[src/rtl/axi4_lite_regs_if.sv]
// AXI4-Lite bus bundle for axi4_lite_regs: the five channels grouped with
// manager-side (master) and subordinate-side (slave) views.
interface axi4_lite_regs_if #(
  parameter int WIDTH      = 32,
  parameter int ADDR_WIDTH = 4
);
  logic                  awvalid;
  logic                  awready;
  logic [ADDR_WIDTH-1:0] awaddr;
  logic [2:0]            awprot;
  logic                  wvalid;
  logic                  wready;
  logic [WIDTH-1:0]      wdata;
  logic [WIDTH/8-1:0]    wstrb;
  logic                  bvalid;
  logic                  bready;
  logic [1:0]            bresp;
  logic                  arvalid;
  logic                  arready;
  logic [ADDR_WIDTH-1:0] araddr;
  logic [2:0]            arprot;
  logic                  rvalid;
  logic                  rready;
  logic [WIDTH-1:0]      rdata;
  logic [1:0]            rresp;

  modport master (
    output awvalid, awaddr, awprot, wvalid, wdata, wstrb, bready,
    output arvalid, araddr, arprot, rready,
    input  awready, wready, bvalid, bresp, arready, rvalid, rdata, rresp
  );

  modport slave (
    input  awvalid, awaddr, awprot, wvalid, wdata, wstrb, bready,
    input  arvalid, araddr, arprot, rready,
    output awready, wready, bvalid, bresp, arready, rvalid, rdata, rresp
  );
endinterface

[src/rtl/axi4_lite_regs.sv]
// AXI4-Lite subordinate with NUM_REGS parallel-out control registers and per-register write pulses.
// Define AXI4_LITE_REGS_PROT_EN to answer unprivileged accesses (prot[0]=0) with SLVERR.
module axi4_lite_regs #(
  parameter int WIDTH      = 32,
  parameter int ADDR_WIDTH = 4,
  parameter int NUM_REGS   = 4
) (
  input  logic                      aclk,
  input  logic                      areset_n,
  axi4_lite_regs_if.slave           bus,
  output logic [NUM_REGS*WIDTH-1:0] reg_q,
  output logic [NUM_REGS-1:0]       wr_pulse
);
  localparam int NB = WIDTH / 8;
  localparam int AL = $clog2(NB);
  localparam logic [1:0] RESP_OKAY   = 2'b00;
  localparam logic [1:0] RESP_SLVERR = 2'b10;

  function automatic logic [31:0] reg_index(input logic [ADDR_WIDTH-1:0] addr);
    return 32'(addr >> AL);
  endfunction

  logic                  ready_en_q;
  logic                  aw_held_q, aw_held_d;
  logic [ADDR_WIDTH-1:0] awaddr_q, awaddr_d;
  logic                  awpriv_q, awpriv_d;
  logic                  w_held_q, w_held_d;
  logic [WIDTH-1:0]      wdata_q, wdata_d;
  logic [NB-1:0]         wstrb_q, wstrb_d;
  logic                  bvalid_q, bvalid_d;
  logic [1:0]            bresp_q, bresp_d;
  logic [NUM_REGS-1:0]   wr_pulse_q, wr_pulse_d;
  logic [WIDTH-1:0]      regs_q [NUM_REGS];
  logic [WIDTH-1:0]      regs_d [NUM_REGS];
  logic                  rvalid_q, rvalid_d;
  logic [WIDTH-1:0]      rdata_q, rdata_d;
  logic [1:0]            rresp_q, rresp_d;

  logic                  aw_hs_s, w_hs_s, ar_hs_s, commit_s;
  logic                  aw_priv_s, ar_priv_s;
  logic [ADDR_WIDTH-1:0] cm_addr_s;
  logic                  cm_priv_s, cm_ok_s;
  logic [31:0]           cm_idx_s, ar_idx_s;
  logic [WIDTH-1:0]      cm_data_s, rd_mux_s;
  logic [NB-1:0]         cm_strb_s;
  logic                  ar_ok_s;
  logic [NUM_REGS-1:0]   wr_sel_s;
  logic                  unused_s;

`ifdef AXI4_LITE_REGS_PROT_EN
  assign aw_priv_s = bus.awprot[0];
  assign ar_priv_s = bus.arprot[0];
`else
  assign aw_priv_s = 1'b1;
  assign ar_priv_s = 1'b1;
`endif
  assign unused_s = ^{bus.awprot, bus.arprot};

  // Readies come from registered state only; ready_en_q keeps them low through reset.
  assign bus.awready = ready_en_q && !aw_held_q && !bvalid_q;
  assign bus.wready  = ready_en_q && !w_held_q && !bvalid_q;
  assign bus.arready = ready_en_q && !rvalid_q;
  assign bus.bvalid  = bvalid_q;
  assign bus.bresp   = bresp_q;
  assign bus.rvalid  = rvalid_q;
  assign bus.rdata   = rdata_q;
  assign bus.rresp   = rresp_q;
  assign wr_pulse    = wr_pulse_q;

  assign aw_hs_s   = bus.awvalid && bus.awready;
  assign w_hs_s    = bus.wvalid && bus.wready;
  assign ar_hs_s   = bus.arvalid && bus.arready;
  assign commit_s  = (aw_held_q || aw_hs_s) && (w_held_q || w_hs_s);
  assign cm_addr_s = aw_held_q ? awaddr_q : bus.awaddr;
  assign cm_priv_s = aw_held_q ? awpriv_q : aw_priv_s;
  assign cm_data_s = w_held_q ? wdata_q : bus.wdata;
  assign cm_strb_s = w_held_q ? wstrb_q : bus.wstrb;
  assign cm_idx_s  = reg_index(cm_addr_s);
  assign cm_ok_s   = (cm_idx_s < 32'(NUM_REGS)) && cm_priv_s;
  assign ar_idx_s  = reg_index(bus.araddr);
  assign ar_ok_s   = (ar_idx_s < 32'(NUM_REGS)) && ar_priv_s;

  always_comb begin
    wr_sel_s = {NUM_REGS{1'b0}};
    for (int i = 0; i < NUM_REGS; i++) begin
      wr_sel_s[i] = commit_s && cm_ok_s && (cm_idx_s == 32'(i));
    end
  end

  always_comb begin
    regs_d = regs_q;
    for (int i = 0; i < NUM_REGS; i++) begin
      for (int b = 0; b < NB; b++) begin
        regs_d[i][b*8 +: 8] = (wr_sel_s[i] && cm_strb_s[b]) ? cm_data_s[b*8 +: 8]
                                                             : regs_q[i][b*8 +: 8];
      end
    end
    wr_pulse_d = wr_sel_s & {NUM_REGS{|cm_strb_s}};
  end

  // Capture flags and B channel: a commit consumes both captures and raises bvalid.
  always_comb begin
    aw_held_d = aw_held_q;
    awaddr_d  = awaddr_q;
    awpriv_d  = awpriv_q;
    w_held_d  = w_held_q;
    wdata_d   = wdata_q;
    wstrb_d   = wstrb_q;
    bvalid_d  = bvalid_q;
    bresp_d   = bresp_q;
    if (commit_s) begin
      aw_held_d = 1'b0;
      w_held_d  = 1'b0;
      bvalid_d  = 1'b1;
      bresp_d   = cm_ok_s ? RESP_OKAY : RESP_SLVERR;
    end else begin
      if (aw_hs_s) begin
        aw_held_d = 1'b1;
        awaddr_d  = bus.awaddr;
        awpriv_d  = aw_priv_s;
      end else begin
        aw_held_d = aw_held_q;
      end
      if (w_hs_s) begin
        w_held_d = 1'b1;
        wdata_d  = bus.wdata;
        wstrb_d  = bus.wstrb;
      end else begin
        w_held_d = w_held_q;
      end
      if (bvalid_q && bus.bready) begin
        bvalid_d = 1'b0;
      end else begin
        bvalid_d = bvalid_q;
      end
    end
  end

  always_comb begin
    rd_mux_s = {WIDTH{1'b0}};
    for (int i = 0; i < NUM_REGS; i++) begin
      rd_mux_s = rd_mux_s | ((ar_ok_s && (ar_idx_s == 32'(i))) ? regs_q[i] : {WIDTH{1'b0}});
    end
  end

  // Read data samples regs_q, so a same-edge write commit is not yet visible.
  always_comb begin
    rvalid_d = rvalid_q;
    rdata_d  = rdata_q;
    rresp_d  = rresp_q;
    if (ar_hs_s) begin
      rvalid_d = 1'b1;
      rdata_d  = rd_mux_s;
      rresp_d  = ar_ok_s ? RESP_OKAY : RESP_SLVERR;
    end else if (rvalid_q && bus.rready) begin
      rvalid_d = 1'b0;
    end else begin
      rvalid_d = rvalid_q;
    end
  end

  always_comb begin
    reg_q = {(NUM_REGS*WIDTH){1'b0}};
    for (int i = 0; i < NUM_REGS; i++) begin
      reg_q[i*WIDTH +: WIDTH] = regs_q[i];
    end
  end

  always_ff @(posedge aclk) begin
    if (!areset_n) begin
      ready_en_q <= 1'b0;
      aw_held_q  <= 1'b0;
      awaddr_q   <= {ADDR_WIDTH{1'b0}};
      awpriv_q   <= 1'b0;
      w_held_q   <= 1'b0;
      wdata_q    <= {WIDTH{1'b0}};
      wstrb_q    <= {NB{1'b0}};
      bvalid_q   <= 1'b0;
      bresp_q    <= 2'b00;
      wr_pulse_q <= {NUM_REGS{1'b0}};
      rvalid_q   <= 1'b0;
      rdata_q    <= {WIDTH{1'b0}};
      rresp_q    <= 2'b00;
      for (int i = 0; i < NUM_REGS; i++) begin
        regs_q[i] <= {WIDTH{1'b0}};
      end
    end else begin
      ready_en_q <= 1'b1;
      aw_held_q  <= aw_held_d;
      awaddr_q   <= awaddr_d;
      awpriv_q   <= awpriv_d;
      w_held_q   <= w_held_d;
      wdata_q    <= wdata_d;
      wstrb_q    <= wstrb_d;
      bvalid_q   <= bvalid_d;
      bresp_q    <= bresp_d;
      wr_pulse_q <= wr_pulse_d;
      rvalid_q   <= rvalid_d;
      rdata_q    <= rdata_d;
      rresp_q    <= rresp_d;
      for (int i = 0; i < NUM_REGS; i++) begin
        regs_q[i] <= regs_d[i];
      end
    end
  end
endmodule
[src/flat_wrapper.sv]
// flat-port wrapper written by rule: the top's interface ports become plain ports
module axi4_lite_regs_flat 
#(
  parameter int WIDTH      = 32,
  parameter int ADDR_WIDTH = 4,
  parameter int NUM_REGS   = 4
)
  (aclk, areset_n, reg_q, wr_pulse, bus_awvalid, bus_awaddr, bus_awprot, bus_wvalid, bus_wdata, bus_wstrb, bus_bready, bus_arvalid, bus_araddr, bus_arprot, bus_rready, bus_awready, bus_wready, bus_bvalid, bus_bresp, bus_arready, bus_rvalid, bus_rdata, bus_rresp);
  axi4_lite_regs_if #(.WIDTH(WIDTH), .ADDR_WIDTH(ADDR_WIDTH)) bus_i ();
  input  logic aclk;
  input  logic areset_n;
  output logic [NUM_REGS*WIDTH-1:0] reg_q;
  output logic [NUM_REGS-1:0] wr_pulse;
  input wire logic [$bits(bus_i.awvalid)-1:0] bus_awvalid;
  input wire logic [$bits(bus_i.awaddr)-1:0] bus_awaddr;
  input wire logic [$bits(bus_i.awprot)-1:0] bus_awprot;
  input wire logic [$bits(bus_i.wvalid)-1:0] bus_wvalid;
  input wire logic [$bits(bus_i.wdata)-1:0] bus_wdata;
  input wire logic [$bits(bus_i.wstrb)-1:0] bus_wstrb;
  input wire logic [$bits(bus_i.bready)-1:0] bus_bready;
  input wire logic [$bits(bus_i.arvalid)-1:0] bus_arvalid;
  input wire logic [$bits(bus_i.araddr)-1:0] bus_araddr;
  input wire logic [$bits(bus_i.arprot)-1:0] bus_arprot;
  input wire logic [$bits(bus_i.rready)-1:0] bus_rready;
  output wire logic [$bits(bus_i.awready)-1:0] bus_awready;
  output wire logic [$bits(bus_i.wready)-1:0] bus_wready;
  output wire logic [$bits(bus_i.bvalid)-1:0] bus_bvalid;
  output wire logic [$bits(bus_i.bresp)-1:0] bus_bresp;
  output wire logic [$bits(bus_i.arready)-1:0] bus_arready;
  output wire logic [$bits(bus_i.rvalid)-1:0] bus_rvalid;
  output wire logic [$bits(bus_i.rdata)-1:0] bus_rdata;
  output wire logic [$bits(bus_i.rresp)-1:0] bus_rresp;
  assign bus_i.awvalid = bus_awvalid;
  assign bus_i.awaddr = bus_awaddr;
  assign bus_i.awprot = bus_awprot;
  assign bus_i.wvalid = bus_wvalid;
  assign bus_i.wdata = bus_wdata;
  assign bus_i.wstrb = bus_wstrb;
  assign bus_i.bready = bus_bready;
  assign bus_i.arvalid = bus_arvalid;
  assign bus_i.araddr = bus_araddr;
  assign bus_i.arprot = bus_arprot;
  assign bus_i.rready = bus_rready;
  assign bus_awready = bus_i.awready;
  assign bus_wready = bus_i.wready;
  assign bus_bvalid = bus_i.bvalid;
  assign bus_bresp = bus_i.bresp;
  assign bus_arready = bus_i.arready;
  assign bus_rvalid = bus_i.rvalid;
  assign bus_rdata = bus_i.rdata;
  assign bus_rresp = bus_i.rresp;
  axi4_lite_regs #(.WIDTH(WIDTH), .ADDR_WIDTH(ADDR_WIDTH), .NUM_REGS(NUM_REGS)) u_core (.aclk(aclk), .areset_n(areset_n), .bus(bus_i), .reg_q(reg_q), .wr_pulse(wr_pulse));
endmodule
[config.mk]
export PLATFORM = sky130hd
export DESIGN_NAME = axi4_lite_regs_flat
export DESIGN_NICKNAME = d
export VERILOG_FILES = /design/src/rtl/axi4_lite_regs_if.sv /design/src/rtl/axi4_lite_regs.sv /design/src/flat_wrapper.sv
export SDC_FILE = /design/constraint.sdc
export NUM_CORES = 1
export LEC_CHECK = 0
export CORE_MARGIN = 2
export CORE_UTILIZATION = 31
export CTS_CLUSTER_SIZE = 25
export DETAILED_ROUTE_END_ITERATION = 10
export PLACE_DENSITY = 0.65
export SETUP_SLACK_MARGIN = 0.1
export SLEW_MARGIN = 30
export SYNTH_ARGS = -nofsm -noshare
export SYNTH_HDL_FRONTEND = slang
export SYNTH_SLANG_ARGS = --single-unit
[constraint.sdc]
create_clock -name aclk -period 1.8 [get_ports aclk]
set_clock_uncertainty 0.15 [all_clocks]
set_input_delay 0.27 -clock aclk [delete_from_list [all_inputs] [get_ports aclk]]
set_output_delay 0.27 -clock aclk [all_outputs]
set_load 0.01 [all_outputs]
==> results.cfg <==
[status]
status = completed

[worst_setup_path]
startpoint_type = register
end_kind = register
worst_path_max_delay_cell = dfxtp_4
crit_buf_inv = 4
worstPathMaxFanout = 9
cp_cell_sequence = buf_6, nor4b_4, buf_4, nand3b_1, buf_6, clkbuf_16, nand2_1, a21boi_1
arrival_ps = 1960
crit_required_ps = 2050
path_class = reg -> reg
slowest_delay_ps = 360
path_common_cell = buf_6
cp_top_family = buffers and inverters

[sta]
period_share_pct = 95.1
fin_crit_ps = 1710
fin_tns_setup_ps = 0
max_freq_mhz = 584
slew_viol_final = 0
hold_violations = 0
rsz0062_at_grt = true
setup_viol = 0

[yosys]
ys_types = 35
ys_seq_area_share_pct = 45.4
synthTopCellsByArea = dfxtp_1 45%, mux2i_1 15%, nand2_1 12%
synthesis.area_mm2 = 0.00922
synth_top_area_share_pct = 45.4
yosys.area.top_type = dfxtp_1
synthesis.instances = 902
syn_area_per_cell_um2 = 10.2
ys_ff_latch = 209
synth_warnings = 0

[drt]
first_pass_iters = 4
routed_wl_um = 27700
viasPerCell = 4.74
drtAntennaViolNets = 0
post_drt_wl_per_cell_um = 18.0
drc = 0
drtIter0Drc = 323
via_count = 7285

[final_layout]
area_delta_synth_final_pct = 39.8
drive_gt1_share_pct = 17.1
n_antenna_cell = 0
fin_area_mm2 = 0.0129
final_common_cell = nand2_1
fin_nets = 1188
layout_common_cells = 299 x nand2_1, 205 x dfxtp_1, 167 x dlygate4sd2_1

[global_route]
grt_max_degree = 83
overflow = 0
grt_pass1_vias = 7295
track_usage_pct = 16.7
grt_pass1_wl_um = 40800
grt_antenna_before_repair = 0

[clock_network]
cts_sinks = 209
cts.clk_slew.worst_paths_ps = 60
cts_buffer_depth = 3
clk_latency_ps = 510
cts_root_buf = clkbuf_16
cts.htree.levels = 1
cts_tree = yes
numCtsBuffers = 24

[floorplan]
core_mm2 = 0.0295
ioPinCount = 230
fp.dieH_um = 176
core.rowCount = 63
die_w_um = 176
dieArea_mm2 = 0.0311
start_util_pct = 31.3

[placement]
dpl.hpwl_um = 18500
postPlaceCellArea_mm2 = 0.0120
place.gp.congestion = 0.781
port_buffers = 216

[pwr]
power.density_mw_per_mm2 = 828
vdd_drop_max_mv = 0.617
p_leak_uw = 0.00613

[min_path]
hold_path_class = in -> reg

[run]
cap_violations = 0
[where the power goes]
group	internal [uW]	switching, uW	total (uW)
clock	2920	1900	4820
sequential	4690	59.3	4750
combinational	521	583	1100
total	8130	2540	10700
[Yosys cell counts, drive strengths merged]
cell type and number:
a21boi 71, and2 1, and3b 3, buf 27, clkbuf 32, conb 1, dfxtp 209, inv 2
mux2 33, mux2i 135, mux4 32, nand2 301, nand2b 2, nand3 18, nand3b 2, nand4 1
nor2 16, nor2b 4, nor3 2, nor4 1, nor4b 1, o21a 2, o21ai 3, o22a 1
o22ai 1, or4 1
[tightest hold or removal path: cells and delay by family]
family | cells | cell delay (ps)
AOI/OAI and AO/OA | 1 | 50
and+or+nand+nor | 1 | 60
buffers and inverters | 1 | 410
[cells by family after synthesis]
| kind of cell | share of synthesized area [%] |
|---|---|
| compound gates | 6.41 |
| buf+inv | 3.27 |
| flops | 45.4 |
| mux | 26.7 |
| other cells | 0.0407 |
| simple gates | 18.2 |
[what timing repair did]
item | 4_1_cts | 5_1_grt
endpoints found under the hold margin | 5 | 0
buffers inserted | 0 | 4
gates cloned | 0 | 6
endpoints found under the setup margin | 320 | 164
hold buffers | 1 | 0
pin swaps | 0 | 7
gates resized for setup | 187 | 28
[per-layer routing]
metal	wire length, um	vias up	GRT usage (%)
met1	12200	3505	21.3
li1	-	3539	-
met4	515	0	3.27
met5	0	-	0
met2	13100	207	28.9
met3	1840	34	3.88
[final timing paths]
| path | endpoint | from | slack, ps | depth (start not counted) |
|---|---|---|---|---|
| setup / recovery | u_core.wdata_q[24]$_SDFFE_PN0P_ | u_core.bus.bvalid$_SDFFE_PN0P_ | 90 | 8 |
| hold / removal | u_core.wdata_q[16]$_SDFFE_PN0P_ | bus_wdata[16] | 180 | 3 |
| setup reg to reg | u_core.wdata_q[24]$_SDFFE_PN0P_ | u_core.bus.bvalid$_SDFFE_PN0P_ | 90 | 8 |
| hold reg to reg | u_core.wdata_q[19]$_SDFFE_PN0P_ | u_core.wdata_q[19]$_SDFFE_PN0P_ | 300 | 2 |
[state kept, by name, indices dropped and copies added, names as in the netlist, 2 cells and up]
| register | cells |
|---|---|
| u_core.reg_q | 128 |
| u_core.bus.rdata | 32 |
| u_core.wdata_q | 32 |
| u_core.wr_pulse | 4 |
| u_core.wstrb_q | 4 |
| u_core.awaddr_q | 2 |
[cell type report]
type | count | area [um2]
Clock inverter | 7 | 63.8
Multi-Input combinational cell | 634 | 4830
Fill cell | 2908 | 16600
Tap cell | 390 | 488
Clock buffer | 36 | 727
Timing Repair Buffer | 260 | 2570
Inverter | 2 | 7.51
Sequential cell | 209 | 4200
[metrics by stage]
stage / cells / setup WS (ps) / hold slack, ps / utilization [%] / power [uW]
6_report: 1538 / 88.2 / 184 / 43.7 / 10700
2_1_floorplan: 904 / 147 / 148 / - / 5450
3_3_place_gp: 1484 / -222 / 287 / 40.7 / 5880
3_5_place_dp: 1484 / -264 / 295 / 40.7 / 5890
4_1_cts: 1528 / 92.7 / 170 / 42.8 / 10700
5_1_grt: 1538 / 36.9 / 201 / 43.7 / 11100
Power figures use the tool's default switching activity.
